--- src/rtl/sd_cmd_ctrl_if.sv ---
// Bundle of request, response and CMD-pad signals shared between the
// SD command sequencer and whoever drives it (card-init FSM plus pad/strobe source).
interface sd_cmd_ctrl_if;
    logic        bit_en;
    logic        start;
    logic [5:0]  cmd_index;
    logic [31:0] cmd_arg;
    logic [1:0]  resp_type;
    logic        cmd_in;
    logic        cmd_out;
    logic        cmd_oe;
    logic        busy;
    logic        done;
    logic [47:0] resp;
    logic        crc_err;
    logic        timeout;

    modport master (
        output bit_en, start, cmd_index, cmd_arg, resp_type, cmd_in,
        input  cmd_out, cmd_oe, busy, done, resp, crc_err, timeout
    );

    modport slave (
        input  bit_en, start, cmd_index, cmd_arg, resp_type, cmd_in,
        output cmd_out, cmd_oe, busy, done, resp, crc_err, timeout
    );
endinterface

--- src/rtl/sd_cmd_ctrl.sv ---
// SD CMD-line transaction sequencer: shifts out a 48-bit command frame with CRC7,
// then optionally waits for and captures a 48-bit response, checking its CRC7.
module sd_cmd_ctrl #(
    parameter int TIMEOUT_BITS = 64,
    parameter int NRC_BITS     = 8
) (
    input logic          clk,
    input logic          rst,
    sd_cmd_ctrl_if.slave bus
);

    typedef enum logic [2:0] {
        S_IDLE,
        S_SEND,
        S_WAIT,
        S_RECV,
        S_NRC,
        S_DONE
    } state_t;

    localparam logic [15:0] FRAME_LAST = 16'd47;
    localparam logic [15:0] CRC_BITS   = 16'd40;
    localparam logic [15:0] TO_LAST    = 16'(TIMEOUT_BITS - 1);
    localparam logic [15:0] NRC_LAST   = 16'(NRC_BITS - 1);

    state_t      state;
    state_t      state_next;
    logic [39:0] shift_reg;
    logic [1:0]  rtype;
    logic [6:0]  crc;
    logic [15:0] cnt;
    logic        cmd_out_r;
    logic        cmd_oe_r;
    logic [47:0] resp_r;
    logic        crc_err_r;
    logic        timeout_r;
    logic        active;

    function automatic logic [6:0] crc7_next(input logic [6:0] c, input logic b);
        logic fb;
        fb = b ^ c[6];
        return {c[5:3], c[2] ^ fb, c[1:0], fb};
    endfunction

    always_ff @(posedge clk) begin
        if (rst) begin
            state <= S_IDLE;
        end else begin
            state <= state_next;
        end
    end

    always_comb begin
        state_next = state;
        case (state)
            S_IDLE: begin
                if (bus.start) begin
                    state_next = S_SEND;
                end
            end
            S_SEND: begin
                if (bus.bit_en && cnt == FRAME_LAST) begin
                    state_next = (rtype == 2'd0) ? S_NRC : S_WAIT;
                end
            end
            S_WAIT: begin
                if (bus.bit_en) begin
                    if (!bus.cmd_in) begin
                        state_next = S_RECV;
                    end else if (cnt == TO_LAST) begin
                        state_next = S_NRC;
                    end
                end
            end
            S_RECV: begin
                if (bus.bit_en && cnt == FRAME_LAST) begin
                    state_next = S_NRC;
                end
            end
            S_NRC: begin
                if (bus.bit_en && cnt == NRC_LAST) begin
                    state_next = S_DONE;
                end
            end
            S_DONE: begin
                state_next = S_IDLE;
            end
            default: begin
                state_next = S_IDLE;
            end
        endcase
    end

    assign active = (state == S_SEND) || (state == S_WAIT) ||
                    (state == S_RECV) || (state == S_NRC);

    // One shared bit counter: restarts on every state change; RECV starts at 1
    // because the start bit that triggered the transition is already captured.
    always_ff @(posedge clk) begin
        if (rst) begin
            cnt <= 16'd0;
        end else if (state_next != state) begin
            cnt <= (state_next == S_RECV) ? 16'd1 : 16'd0;
        end else if (active && bus.bit_en) begin
            cnt <= cnt + 16'd1;
        end
    end

    always_ff @(posedge clk) begin
        if (rst) begin
            shift_reg <= 40'd0;
            rtype     <= 2'd0;
            crc       <= 7'd0;
            cmd_out_r <= 1'b1;
            cmd_oe_r  <= 1'b0;
            resp_r    <= 48'd0;
            crc_err_r <= 1'b0;
            timeout_r <= 1'b0;
        end else begin
            case (state)
                S_IDLE: begin
                    if (bus.start) begin
                        shift_reg <= {2'b01, bus.cmd_index, bus.cmd_arg};
                        rtype     <= bus.resp_type;
                        crc       <= 7'd0;
                        crc_err_r <= 1'b0;
                        timeout_r <= 1'b0;
                    end
                end
                S_SEND: begin
                    if (bus.bit_en) begin
                        cmd_oe_r <= 1'b1;
                        if (cnt < CRC_BITS) begin
                            cmd_out_r <= shift_reg[39];
                            shift_reg <= {shift_reg[38:0], 1'b0};
                            crc       <= crc7_next(crc, shift_reg[39]);
                        end else if (cnt < FRAME_LAST) begin
                            // CRC bits leave MSB first by shifting the register itself.
                            cmd_out_r <= crc[6];
                            crc       <= {crc[5:0], 1'b0};
                        end else begin
                            cmd_out_r <= 1'b1;
                        end
                    end
                end
                S_WAIT: begin
                    if (bus.bit_en) begin
                        cmd_oe_r  <= 1'b0;
                        cmd_out_r <= 1'b1;
                        if (!bus.cmd_in) begin
                            resp_r <= 48'd0;
                            crc    <= 7'd0;
                        end else if (cnt == TO_LAST) begin
                            timeout_r <= 1'b1;
                        end
                    end
                end
                S_RECV: begin
                    if (bus.bit_en) begin
                        cmd_oe_r  <= 1'b0;
                        cmd_out_r <= 1'b1;
                        resp_r    <= {resp_r[46:0], bus.cmd_in};
                        if (cnt < CRC_BITS) begin
                            crc <= crc7_next(crc, bus.cmd_in);
                        end
                        // On the end bit, resp_r[6:0] already holds the received CRC field.
                        if (cnt == FRAME_LAST) begin
                            if (rtype == 2'd2) begin
                                crc_err_r <= ~bus.cmd_in;
                            end else begin
                                crc_err_r <= (resp_r[6:0] != crc) | ~bus.cmd_in;
                            end
                        end
                    end
                end
                S_NRC: begin
                    if (bus.bit_en) begin
                        cmd_oe_r  <= 1'b0;
                        cmd_out_r <= 1'b1;
                    end
                end
                default: begin
                end
            endcase
        end
    end

    assign bus.busy    = active;
    assign bus.done    = (state == S_DONE);
    assign bus.cmd_out = cmd_out_r;
    assign bus.cmd_oe  = cmd_oe_r;
    assign bus.resp    = resp_r;
    assign bus.crc_err = crc_err_r;
    assign bus.timeout = timeout_r;

endmodule

--- src/flat_wrapper.sv ---
// flat-port wrapper written by rule: the top's interface ports become plain ports
module sd_cmd_ctrl_flat 
#(
    parameter int TIMEOUT_BITS = 64,
    parameter int NRC_BITS     = 8
)
  (clk, rst, bus_bit_en, bus_start, bus_cmd_index, bus_cmd_arg, bus_resp_type, bus_cmd_in, bus_cmd_out, bus_cmd_oe, bus_busy, bus_done, bus_resp, bus_crc_err, bus_timeout);
  sd_cmd_ctrl_if bus_i ();
  input logic clk;
  input logic rst;
  input wire logic [$bits(bus_i.bit_en)-1:0] bus_bit_en;
  input wire logic [$bits(bus_i.start)-1:0] bus_start;
  input wire logic [$bits(bus_i.cmd_index)-1:0] bus_cmd_index;
  input wire logic [$bits(bus_i.cmd_arg)-1:0] bus_cmd_arg;
  input wire logic [$bits(bus_i.resp_type)-1:0] bus_resp_type;
  input wire logic [$bits(bus_i.cmd_in)-1:0] bus_cmd_in;
  output wire logic [$bits(bus_i.cmd_out)-1:0] bus_cmd_out;
  output wire logic [$bits(bus_i.cmd_oe)-1:0] bus_cmd_oe;
  output wire logic [$bits(bus_i.busy)-1:0] bus_busy;
  output wire logic [$bits(bus_i.done)-1:0] bus_done;
  output wire logic [$bits(bus_i.resp)-1:0] bus_resp;
  output wire logic [$bits(bus_i.crc_err)-1:0] bus_crc_err;
  output wire logic [$bits(bus_i.timeout)-1:0] bus_timeout;
  assign bus_i.bit_en = bus_bit_en;
  assign bus_i.start = bus_start;
  assign bus_i.cmd_index = bus_cmd_index;
  assign bus_i.cmd_arg = bus_cmd_arg;
  assign bus_i.resp_type = bus_resp_type;
  assign bus_i.cmd_in = bus_cmd_in;
  assign bus_cmd_out = bus_i.cmd_out;
  assign bus_cmd_oe = bus_i.cmd_oe;
  assign bus_busy = bus_i.busy;
  assign bus_done = bus_i.done;
  assign bus_resp = bus_i.resp;
  assign bus_crc_err = bus_i.crc_err;
  assign bus_timeout = bus_i.timeout;
  sd_cmd_ctrl #(.TIMEOUT_BITS(TIMEOUT_BITS), .NRC_BITS(NRC_BITS)) u_core (.clk(clk), .rst(rst), .bus(bus_i));
endmodule
--- config.mk ---
export PLATFORM = sky130hd
export DESIGN_NAME = sd_cmd_ctrl_flat
export DESIGN_NICKNAME = d
export VERILOG_FILES = /design/src/rtl/sd_cmd_ctrl_if.sv /design/src/rtl/sd_cmd_ctrl.sv /design/src/flat_wrapper.sv
export SDC_FILE = /design/constraint.sdc
export NUM_CORES = 1
export LEC_CHECK = 0
export ABC_AREA = 1
export CORE_MARGIN = 4
export CORE_UTILIZATION = 35
export CTS_BUF_LIST = sky130_fd_sc_hd__clkbuf_4 sky130_fd_sc_hd__clkbuf_8
export DETAILED_ROUTE_END_ITERATION = 10
export SKIP_LAST_GASP = 1
export SLEW_MARGIN = 20
export SYNTH_ARGS = -nofsm -noshare
export SYNTH_HDL_FRONTEND = slang
export SYNTH_SLANG_ARGS = --single-unit
--- constraint.sdc ---
create_clock -name clk -period 2.6 [get_ports clk]
set_input_delay 0.39 -clock clk [delete_from_list [all_inputs] [get_ports clk]]
set_output_delay 0.39 -clock clk [all_outputs]
set_load 0.02 [all_outputs]
==> impl.org, run 1 <==
** Outcome
- The run finished with clean final reports.

** Clock network
- CTS resizes :: 1
- Latest clock arrival within the worst-skew pair :: roughly 440 ps
- The H-tree generated during clock tree synthesis spans 4 levels.
- Number of buffers added for setup after CTS :: 0
- Clock tree from TritonCTS :: yes
- CTS sink count :: 120
- The cell sitting at the root of the clock tree is a sky130_fd_sc_hd__clkbuf_8.
- The longest clock path from root to sink contains 2 buffers.
- Clock-pin slew reported for the worst setup and hold paths after clock tree synthesis :: 70 ps
- For this design, the CTS-stage hold fixing added 0 buffers.
- The number of clock buffers added by TritonCTS is 17.

** Worst setup path
- In this run the worst path has a maximum fanout of 6.
- The worst setup path is launched from a flop.
- STA puts the critical path data arrival time at just over 2000 ps.
- Measured in cells, the most critical reg-to-reg path has a length of 11.
- Critical path type :: reg2out
- Sort of element at the end of the critical path :: output pin
- Data required time of the worst path :: around 2200 ps

** Global routing
- Maximum number of pins on one net before global-route repair :: 73
- Global-route wire length before repair :: approximately 24000 µm
- Vias in the first global route :: 4904
- For this run, the total global-route usage over all layers was measured as 0.165.
- Final global-route overflow total :: 0
- Antenna violations before repair :: 0

** Synthesis
- For this run, the number of Yosys warnings is 0.
- The netlist uses 33 different library cells.
- Post-synthesis average cell area :: 7.21 µm²
- Register area share after synthesis :: 0.450
- Area fraction of the dominant cell type after synthesis :: 0.450
- Top_reg_cell synth :: sky130_fd_sc_hd__dfxtp_1
- Post-Synthesis Net Count :: approximately 790
- Cell type with the highest aggregate area in the netlist :: sky130_fd_sc_hd__dfxtp_1
- Summing every instance area after synthesis gives around 5300 µm².
- Synthesis handed over a netlist of 740 instances.
- Cell types occupying the most area after synthesis :: sky130_fd_sc_hd__dfxtp_1 45%, sky130_fd_sc_hd__nand2_1 16%, sky130_fd_sc_hd__a21oi_1 7.1%, sky130_fd_sc_hd__o21ai_0 4.6%, sky130_fd_sc_hd__a31oi_1 4.5%
- In the synthesized netlist the async set-or-reset flop fraction comes to 0.
- Most used standard cells in the synthesized netlist :: 229 x sky130_fd_sc_hd__nand2_1, 120 x sky130_fd_sc_hd__dfxtp_1, 76 x sky130_fd_sc_hd__a21oi_1
- EDFF count, synth :: 0
- sky130_fd_sc_hd__nand2_1 is the most common cell in the netlist.
- Total of flip-flops plus latches after synthesis :: 120

** Timing
- Slew HR :: 0.482
- In the final timing run, aggregate negative setup slack is 0 ps.
- Slew at the pin with the worst max-slew slack :: about 780 ps
- In the finished design, the share of the clock period the worst path needs comes to 0.926.
- The number of max-slew violations in the final report was 0.
- Counting I/O delays and the setup requirement, the final critical path takes 2410 ps.
- Final setup viols :: 0
- Static timing analysis puts the maximum clock frequency at between 400 and 500 MHz.
- Worst hold slack across all endpoints :: roughly 470 ps
- Setup repair after global routing missed its margin :: no
- Skew final :: about 7.5 ps
- Fin. Hold Viols :: 0

** Cells and area
- Layout fillers :: ~1500
- Area taken by multi-input logic gates :: 2600 µm²
- From synthesis to final layout, the design area changed by 30.3%.
- Net count, final :: about 870
- Layout cell share with drive strength beyond 1 :: 0.0764
- Largest register FFs :: 48
- The sequential cells in the finished layout cover a total of roughly 2400 µm².
- The number of antenna diodes in the final layout is 0.
- Final core utilization :: 0.471
- Once layout is done, the placed cells without fillers occupy about 7000 µm².

** Drt
- In the routed design, unresolved DRC markers number 0.
- In the final routed layout, each cell accounts on average for roughly 14 µm.
- Detailed routing inserted a total of ~5200 vias.
- Vias/cell :: 5.11
- Number of detailed-routing iterations run before antenna repair :: 5
- The detail route stage leaves a number of antenna-violating nets equal to 0.
- Final routed wirelength across all metal layers :: 14400 µm
- Number of design-rule violations left by the first detailed-router iteration :: around 390

** Hold path
- The path class of the tightest hold or removal check is reg2reg.
- Number of cells traversed by the worst hold path :: 2

** Floorplan
- For this configuration, the core starts out at a cell density of 0.362.
- The floorplan has 44 rows.
- Measured along the x axis, the die boundary spans roughly 130 µm.
- Die footprint :: about 17000 µm²
- In this run the vertical extent of the chip is approximately 130 µm.
- The region available for standard cell placement spans about 15000 µm².
- Boundary Pins :: 99

** Placed design
- Final HPWL DP :: 9640 µm
- Placed inst area :: 6520 µm²
- Final weighted congestion of routability-driven global placement :: around 0.9
- Count of input and output buffers :: between 90 and 100

** Power and ir drop
- In this run the power density over the cells is between 600 and 700 nW/µm².
- Maximum vdd ir drop :: roughly 0.26 mV
- Leakage component of the power :: between 2 and 3 nW

** Run
- The tool flagged a number of max-cap violations equal to 0.
[per-layer routing]
layer | GRT usage | vias to the layer above | routed length (µm)
met5 | 0 | - | 0
met4 | 0.0642 | 0 | 240
met3 | 0.0447 | 19 | 533
met2 | 0.267 | 99 | 6970
met1 | 0.211 | 2439 | 6670
li1 | - | 2664 | -
[path summary, 6_finish.rpt]
kind	slack [ps]	to	from
setup / recovery	190	bus_busy	u_core.state[2]$_SDFF_PP0_
hold / removal	470	u_core.bus.resp[47]$_SDFFE_PP0P_	u_core.bus.resp[47]$_SDFFE_PP0P_
setup reg to reg	290	u_core.cnt[7]$_SDFFE_PP0P_	u_core.state[2]$_SDFF_PP0_
hold reg to reg	470	u_core.bus.resp[47]$_SDFFE_PP0P_	u_core.bus.resp[47]$_SDFFE_PP0P_
[logic make-up (layout without fill, tap and decap cells)]
kind of cell             count (synthesis)  count (layout)  share of synthesized area
buffers and inverters                   90             188                     0.0694
flip-flops                             120             120                      0.450
AND/OR/NAND/NOR                        330             330                      0.261
XOR/XNOR                                20              20                     0.0328
AO/OA/AOI/OAI                          179             179                      0.185
adder cells (fa/ha/maj)                  1               1                    0.00234
[through the flow]
step	instances	setup slack (ps)	total power, mW
6_report	1022	193	4.23
5_1_grt	1022	14.9	4.43
4_1_cts	1022	32.4	4.27
3_5_place_dp	990	234	2.46
3_3_place_gp	990	212	2.44
2_1_floorplan	740	683	2.29
[power breakdown]
| group | leakage (nW) | internal (mW) | switching (mW) | total (mW) |
|---|---|---|---|---|
| clock | 0.209 | 1.01 | 0.805 | 1.81 |
| sequential | 0.978 | 1.93 | 0.0476 | 1.97 |
| combinational | 1.33 | 0.177 | 0.263 | 0.440 |
[critical path: stages (launching register included)]
cell and delay, ps:
sky130_fd_sc_hd__dfxtp_1 360, sky130_fd_sc_hd__inv_1 170, sky130_fd_sc_hd__nand2_1 110, sky130_fd_sc_hd__nor2_2 210, sky130_fd_sc_hd__inv_1 170, sky130_fd_sc_hd__o21ai_0 140
sky130_fd_sc_hd__nor2_1 70, sky130_fd_sc_hd__nand2_1 150, sky130_fd_sc_hd__clkbuf_2 200
[layout make-up]
class                   count  area share
clock inverters            13      0.0245
well taps                 184      0.0331
multi-input cells         530       0.374
repair buffers            115       0.162
clock buffers              19      0.0376
inverters                  41      0.0227
flip-flops and latches    120       0.346
[layout by cell type (no fill, tap or decap), types with 2 or more instances in the layout]
cell	synthesis	layout
sky130_fd_sc_hd__inv_2	3	3
sky130_fd_sc_hd__o21bai_1	2	2
sky130_fd_sc_hd__clkdlybuf4s50_1	0	96
sky130_fd_sc_hd__nor2_1	29	27
sky130_fd_sc_hd__nor2_4	1	2
sky130_fd_sc_hd__clkinv_4	0	4
sky130_fd_sc_hd__clkbuf_8	0	19
sky130_fd_sc_hd__buf_12	0	2
sky130_fd_sc_hd__nor4_1	3	3
sky130_fd_sc_hd__a21oi_1	76	76
sky130_fd_sc_hd__a211oi_1	3	3
sky130_fd_sc_hd__inv_6	0	2
sky130_fd_sc_hd__dfxtp_1	120	120
sky130_fd_sc_hd__nand4_1	34	34
sky130_fd_sc_hd__o22ai_1	4	4
sky130_fd_sc_hd__bufinv_16	0	3
sky130_fd_sc_hd__inv_1	38	37
sky130_fd_sc_hd__xnor2_1	10	10
sky130_fd_sc_hd__buf_4	4	14
sky130_fd_sc_hd__nand2_1	229	229
sky130_fd_sc_hd__clkinvlp_4	0	4
sky130_fd_sc_hd__nor2_2	1	2
sky130_fd_sc_hd__a31oi_1	38	37
sky130_fd_sc_hd__xor2_1	10	10
sky130_fd_sc_hd__nand3_1	23	23
sky130_fd_sc_hd__o21ai_0	49	49
sky130_fd_sc_hd__nor3_1	7	7
Note: power is estimated with default switching activity, not from simulation.
==> inputs of run 2 (changes only) <==
- PLACE_DENSITY: unset -> 0.66
- SLEW_MARGIN: 20 -> unset
==> run 2 against run 1 <==
Clock skew is 3.5 ps higher; critical path depth is 5 lower; sequential share of layout area is 0.19 points higher; critical path type unchanged; critical endpoint is now bus_done; largest cell class unchanged; highest routed layer unchanged.
==> impl.org, run 2 (synthesis gave the netlist of run 1 again) <==
** Hold path
- The worst hold path belongs to the class in2reg.
- The number of cells on the worst hold path came to 4 (+2).

** Timing
- Slew at the pin with the worst max-slew slack :: 850 ps (+73.2 ps)
- The time the worst path needs with I/O delays and setup is 2440 ps (+28.1 ps).
- Setup TNS Final :: 0 ps (unchanged)
- Setup repair after global routing could not meet its margin everywhere.
- The final worst clock skew came to 11.0 ps (+3.45 ps).
- Final number of max-transition violations :: 0 (unchanged)
- Max Clk Rate :: 411 MHz (-1.2%)
- The worst slew margin relative to its limit was 0.433 (-0.0488).
- Fin. Hold Viols :: 0 (unchanged)
- Final setup viols :: 0 (unchanged)
- The fraction of the cycle the final worst path needs was 0.937 (+0.0108).

** Floorplan
- Core region area :: 14800 µm² (unchanged)
- The die boundary width came to 131 µm (unchanged).
- The area of the die came to 17300 µm² (unchanged).
- Y dimension of the die :: 131 µm (unchanged)
- The number of top-level design ports was 99 (unchanged).
- The total number of placement rows came to 44 (unchanged).
- The effective utilization at floorplan is 0.362 (unchanged).

** Clock network
- The worst-case clock buffer depth came to 2 (unchanged).
- Hold buffer count at CTS :: 0 (unchanged)
- The root buffer cell chosen for the clock tree is sky130_fd_sc_hd__clkbuf_8.
- Maximum level of the CTS H-tree :: 4 (unchanged)
- The TritonCTS buffer count came to 17 (unchanged).
- The clock transition at the registers of the reported paths is 80 ps (about the same).
- Clock tree from TritonCTS :: yes
- The clock insertion delay at the later pin of the skew report was 450 ps (about the same).
- The number of buffers inserted to repair setup after CTS is 0 (unchanged).
- CTS resizes :: 1 (unchanged)
- The number of clock sinks is 120 (unchanged).

** Global routing
- Maximum number of pins on one net before global-route repair :: 73 (unchanged)
- All-Layer GR Usage :: 0.159 (-0.00621)
- The first-pass GRT wire length was 23000 µm (-4.0%).
- Vias in the first global route :: 4598 (-6.2%)
- Final global-route overflow total :: 0 (unchanged)
- The number of antenna violations at the first check in global routing is 0 (unchanged).

** Cells and area
- The count of fill cells added during filler insertion came to 1504 (+0.13%).
- Net count, final :: 870 (-0.11%)
- Leaving out fill and tap cells, the most frequent cell in the layout is sky130_fd_sc_hd__nand2_1.
- Area overhead of the layout relative to synthesis :: 29.6%
- Antenna fix cells :: 0 (unchanged)
- The fraction of layout cells with a size suffix above 1 was 0.0765 (+0.0000912).
- The flip-flop count of the largest register, all copies and words added came to 48 (unchanged).
- The count of placed standard cells in the final layout, fillers left out came to 1021 (-0.098%).
- Area taken by multi-input logic gates :: 2610 µm² (about the same)
- The total area of sequential cells came to 2400 µm² (about the same).
- Commonest cells after routing, fill and taps aside :: 229 x sky130_fd_sc_hd__nand2_1, 119 x sky130_fd_sc_hd__dfxtp_1, 96 x sky130_fd_sc_hd__clkdlybuf4s50_1

** Placed design
- The placed wire-length estimate after detailed placement is 9260 µm (-4.0%).
- Number of placed cells counting well taps :: 989 (-0.10%)
- The final weighted congestion in routability-driven placement is 0.870 (-3.2%).
- The number of buffer cells added on primary ports was 98 (unchanged).

** Worst setup path
- The worst setup path is captured at an output pin.
- Data required time of the worst path :: 2210 ps (about the same)
- The critical path is of the reg2out type.
- Worst reg2reg path depth :: 9 (-2)
- STA classifies the critical path startpoint as a flop.
- The data arrival at the endpoint of the critical path is 2050 ps (+30 ps).
- The top fanout value on the critical path was 6 (unchanged).

** Power and ir drop
- Switching share of power :: 0.266 (+0.00176)
- Combinational share of power :: 0.104 (about the same)
- The areal power density over the cells is 603 nW/µm² (-0.76%).
- Sequential share of power :: 0.473 (+0.006)
- The net load switching power came to 1.11 mW (-0.58%).
- The share of power burned in the clock network was 0.423 (-0.006).
- Maximum vdd ir drop :: 0.282 mV (+9.6%)
- The leakage power total is 2.51 nW (about the same).
- P_int :: 3.07 mW (-1.5%)

** Drt
- Number of design-rule violations left by the first detailed-router iteration :: 344 (-11%)
- The number of nets with antenna violations after routing came to 0 (unchanged).
- Detailed-route DRC error count :: 0 (unchanged)
- Routed via count :: 5138 (-1.6%)
- The first-pass detailed-route iteration total is 5 (unchanged).
- The average wire per standard cell came to 13.7 µm (-2.8%).
- The via count normalized by instance count was 5.03 (-1.5%).
- The detailed-route wire length was 14000 µm (-2.9%).

** Run
- Number of violations of the max-capacitance limit :: 0 (unchanged)

** Outcome
- Outcome :: finished clean
-- run 2: cell count changes in the layout (fill, tap and decap cells not counted), sizes merged --
cell	previous run	this run
clkinvlp	4	2
buf	18	17
clkinv	5	8
clkbuf	20	19
-- run 2: through the flow --
step                      setup WS, ps  total power [mW]  hold WS, ps   util  area [µm²]
final                              165              4.17          468  0.469        6920
after global routing             -1.41              4.36          469  0.469        6920
after CTS                         38.4              4.21          458  0.468        6910
after detailed placement           210              2.45          458  0.440        6490
after global placement             181              2.45          453  0.440        6490
after floorplan                    683              2.29          439      -        5340
-- run 2: critical path, cell delays in order (launching register included) --
cell and delay [ps]:
sky130_fd_sc_hd__dfxtp_1 440, sky130_fd_sc_hd__inv_1 140, sky130_fd_sc_hd__nor3_1 330, sky130_fd_sc_hd__clkdlybuf4s50_1 690
-- run 2: cell type report --
cell class	instances	area share
Timing Repair Buffer	114	0.160
Tap cell	184	0.0333
Clock inverter	14	0.0255
Multi-Input combinational cell	530	0.377
Inverter	41	0.0222
Clock buffer	18	0.0349
Sequential cell	120	0.347
-- run 2: routing by layer --
layer / share of wire / global-route usage
met3: 0.031 / 0.0352
met1: 0.48 / 0.219
met4: 0.017 / 0.0630
met5: 0 / 0
met2: 0.47 / 0.243
-- run 2: power by group through the flow --
stage	logic, mW	clock network, mW	registers (mW)
3_5_place_dp	0.437	0	2.01
6_report	0.434	1.77	1.97
5_1_grt	0.490	1.89	1.99
2_1_floorplan	0.280	0	2.01
3_3_place_gp	0.433	0	2.01
4_1_cts	0.438	1.80	1.97
-- run 2: worst paths after layout --
path,from,to,slack [ps]
worst max-delay path,u_core.state[2]$_SDFF_PP0_,bus_done,160
worst min-delay path,rst,u_core.bus.cmd_out$_SDFFE_PP1P_,470
worst max register to register,u_core.state[2]$_SDFF_PP0_,u_core.bus.resp[1]$_SDFFE_PP0P_,240
worst min register to register,u_core.bus.cmd_oe$_SDFFE_PP0P_,u_core.bus.cmd_oe$_SDFFE_PP0P_,470
==> inputs of run 3 (changes only) <==
- CTS_BUF_LIST: sky130_fd_sc_hd__clkbuf_4 sky130_fd_sc_hd__clkbuf_8 -> sky130_fd_sc_hd__clkbuf_4
- CTS_CLUSTER_DIAMETER: unset -> 40
==> run 3 against run 2 <==
Largest cell class unchanged; first-iteration DRC count rose by 2.0%; critical path depth rose by 3; count of clock-buffer cells in the layout unchanged; largest power group unchanged; non-clock buffer count unchanged; wire length decreased by 0.89%; worst hold slack worse by 79 ps; total power is 7.9% lower.
==> impl.org, run 3 (synthesis gave the netlist of run 1 again) <==
** Outcome
- Outcome :: finished clean

** Worst setup path
- The slack of the worst reg-to-reg path came to 270 ps (+30 ps).
- Cell breakdown of the critical path :: inv_1 -> nand2_1 -> nor2_1 -> nor2_1 -> nand2_1 -> clkdlybuf4s15_2
- In this run the critical register-to-register path is launched from u_core.state[2]$_SDFF_PP0_.
- Number of cells on the critical path :: 6 (+3)
- Startpoint of the most critical setup path :: u_core.state[2]$_SDFF_PP0_
- The number of buffers and inverters on the critical path came to 2 (unchanged).
- Among cell families on the critical path, the largest total delay comes from simple AND/OR/NAND/NOR gates.
- Largest fanout on the critical path :: 6 (unchanged)
- Standard cell with the maximum stage delay on the critical path :: sky130_fd_sc_hd__nor2_1
- The required time reported for the critical path endpoint was 2210 ps (about the same).
- Sort of element at the end of the critical path :: output pin
- The largest incremental delay on the critical path came to 390 ps (-300 ps).
- Worst reg2reg path depth :: 10 (+1)
- FF-to-FF End :: u_core.crc[3]$_SDFFE_PP0P_
- In this run the worst setup path terminates at bus_busy.
- Element type at the critical path start :: flop
- The data arrival at the endpoint of the critical path came to 2110 ps (+60 ps).
- Critical path type :: reg2out

** Timing
- Setup repair after global routing could not meet its margin everywhere.
- Slew HR :: 0.433 (-0.000648)
- The final sum of negative setup slack is 0 ps (unchanged).
- Fraction of the cycle the final worst path needs :: 0.961 (+0.0246)
- The number of setup violations in the final report is 0 (unchanged).
- The number of hold violations in the final report was 0 (unchanged).
- Skew final :: 14.0 ps (+3.03 ps)
- The peak clock frequency supported by timing was 400 MHz (-2.6%).
- Final period demand of the worst path :: 2500 ps (+63.9 ps)
- Final number of max-transition violations :: 0 (unchanged)
- Slew at the pin with the worst max-slew slack :: 851 ps (+0.972 ps)

** Cells and area
- The fraction of layout cells with a size suffix above 1 was 0.0789 (+0.00239).
- Net count, final :: 870 (unchanged)
- The count of placed standard cells in the final layout, fillers left out came to 1022 (+0.098%).
- Area overhead of the layout relative to synthesis :: 27.9%
- The flip-flop count of the largest register, all copies and words added came to 48 (unchanged).
- In the layout the commonest cells are 229 x sky130_fd_sc_hd__nand2_1, 117 x sky130_fd_sc_hd__dfxtp_1, 96 x sky130_fd_sc_hd__clkdlybuf4s50_1.
- Leading cell type in the layout, fill and taps excluded :: sky130_fd_sc_hd__nand2_1

** Floorplan
- Die footprint :: 17300 µm² (unchanged)
- Core region area :: 14800 µm² (unchanged)
- The number of top-level design ports is 99 (unchanged).
- Y dimension of the die :: 131 µm (unchanged)
- The die boundary width was 131 µm (unchanged).
- Initial core utilization :: 0.362 (unchanged)
- The total number of placement rows is 44 (unchanged).

** Power and ir drop
- The overall power consumption was 3.84 mW (-7.9%).
- P_int :: 2.79 mW (-9.1%)
- The net switching fraction of the power is 0.275 (+0.00953).
- The leakage power total came to 2.47 nW (-1.7%).
- The worst-case vdd ir drop was 0.233 mV (-17%).
- The power share of the combinational group came to 0.113 (+0.009).
- Total power per unit cell area :: 563 nW/µm² (-6.6%)
- Clock power frac :: 0.373 (-0.050)
- Net Switching :: 1.06 mW (-4.6%)
- Sequential share of power :: 0.513 (+0.040)

** Global routing
- All-Layer GR Usage :: 0.158 (-0.000901)
- Met1 track demand over resource :: 0.217 (-0.00243)
- The maximum number of pins on one net before global-route repair came to 73 (unchanged).
- Vias in the first global route :: 4613 (+0.33%)
- The first-pass GRT wire length is 22900 µm (-0.36%).
- Final global-route overflow total :: 0 (unchanged)
- The met2 track utilization from global routing is 0.242 (-0.000287).
- The met3 track utilization from global routing was 0.0363 (+0.00115).
- The number of antenna violations at the first check in global routing is 1 (+1).
- Global-route layer with the greatest usage :: met2

** Drt
- Detailed-route DRC error count :: 0 (unchanged)
- The number of nets with antenna violations after routing was 0 (unchanged).
- Wire length per cell :: 13.6 µm (-0.98%)
- The detailed-route wire length is 13900 µm (-0.89%).
- The via count normalized by instance count came to 5.02 (-0.16%).
- The total via count in the routed design came to 5135 (-0.058%).
- Number of design-rule violations left by the first detailed-router iteration :: 351 (+2.0%)
- Number of detailed-routing iterations run before antenna repair :: 5 (unchanged)

** Placed design
- The final weighted congestion in routability-driven placement was 0.870 (unchanged).
- Number of placed cells counting well taps :: 989 (unchanged)
- The number of buffer cells added on primary ports was 98 (unchanged).
- The placed wire-length estimate after detailed placement is 9260 µm (unchanged).

** Clock network
- The worst-case clock buffer depth is 2 (unchanged).
- Maximum level of the CTS H-tree :: 4 (unchanged)
- The cell sitting at the root of the clock tree is a sky130_fd_sc_hd__clkbuf_4.
- The TritonCTS buffer count came to 17 (unchanged).
- The number of clock sinks came to 120 (unchanged).
- The clock transition at the registers of the reported paths is 110 ps (+30 ps).
- Latest clock arrival within the worst-skew pair :: 540 ps (+90 ps)
- Number of buffers added for setup after CTS :: 0 (unchanged)
- TritonCTS built the clock tree.

** Run
- The number of maximum-capacitance constraint violations is 0 (unchanged).

** Hold path
- Class of the worst hold path :: in2reg
- The number of cells on the worst hold path was 4 (unchanged).
[run 3: changes by cell type in the layout (fill, tap and decap cells not counted), sizes merged]
cell / previous run / this run
clkbuf: 19 / 18
diode: 0 / 1
clkdlybuf4s15: 0 / 1
[run 3: repair_timing]
item	4_1_cts	5_1_grt
hold buffers	0	0
setup endpoints to repair	1	15
resized for setup	5	5
hold endpoints to repair	0	0
[run 3: worst min-delay path: cells and delay by family]
kind | cells | cell delay (ps)
and+or+nand+nor | 1 | 110
buffers and inverters | 3 | 370
[run 3: per-stage QoR]
| step | setup WS, ps | hold slack (ps) | instance area [µm²] | util |
|---|---|---|---|---|
| 2_1_floorplan | 683 | 439 | 5340 | - |
| 5_1_grt | -23.5 | 355 | 6830 | 0.463 |
| 4_1_cts | 42.4 | 336 | 6810 | 0.462 |
| 3_5_place_dp | 210 | 458 | 6490 | 0.440 |
| 3_3_place_gp | 181 | 453 | 6490 | 0.440 |
| 6_report | 101 | 389 | 6830 | 0.463 |
[run 3: metal layers]
| layer | up-vias | share of wire |
|---|---|---|
| li1 | 2682 | - |
| met1 | 2350 | 0.47 |
| met2 | 86 | 0.47 |
| met3 | 17 | 0.035 |
| met4 | 0 | 0.017 |
| met5 | - | 0 |
[run 3: worst min-delay path by stage]
| stage | startpoint | endpoint | slack (ps) |
|---|---|---|---|
| 2_1_floorplan | u_core.shift_reg[0]$_SDFFE_PP0P_ | u_core.shift_reg[0]$_SDFFE_PP0P_ | 440 |
| 3_3_place_gp | u_core.bus.cmd_oe$_SDFFE_PP0P_ | u_core.bus.cmd_oe$_SDFFE_PP0P_ | 450 |
| 3_5_place_dp | u_core.bus.cmd_oe$_SDFFE_PP0P_ | u_core.bus.cmd_oe$_SDFFE_PP0P_ | 460 |
| 4_1_cts | rst | u_core.bus.cmd_out$_SDFFE_PP1P_ | 340 |
| 5_1_grt | rst | u_core.bus.cmd_out$_SDFFE_PP1P_ | 350 |
| 6_report | rst | u_core.bus.cmd_out$_SDFFE_PP1P_ | 390 |
[run 3: area by class of cell]
type / count / area, µm²
fillers: 1518 / 7930
clock buffers: 18 / 135
well taps: 184 / 230
repair buffers: 114 / 1110
diodes: 1 / 2.50
clock inverters: 14 / 176
flip-flops and latches: 120 / 2410
multi-input cells: 530 / 2610
inverters: 41 / 154
[run 3: power by group through the flow]
stage | logic, mW | clock network (mW) | registers [mW]
global placement | 0.433 | 0 | 2.01
finish | 0.435 | 1.44 | 1.97
global route | 0.491 | 1.56 | 1.99
floorplan | 0.280 | 0 | 2.01
CTS | 0.439 | 1.48 | 1.97
detailed placement | 0.437 | 0 | 2.01
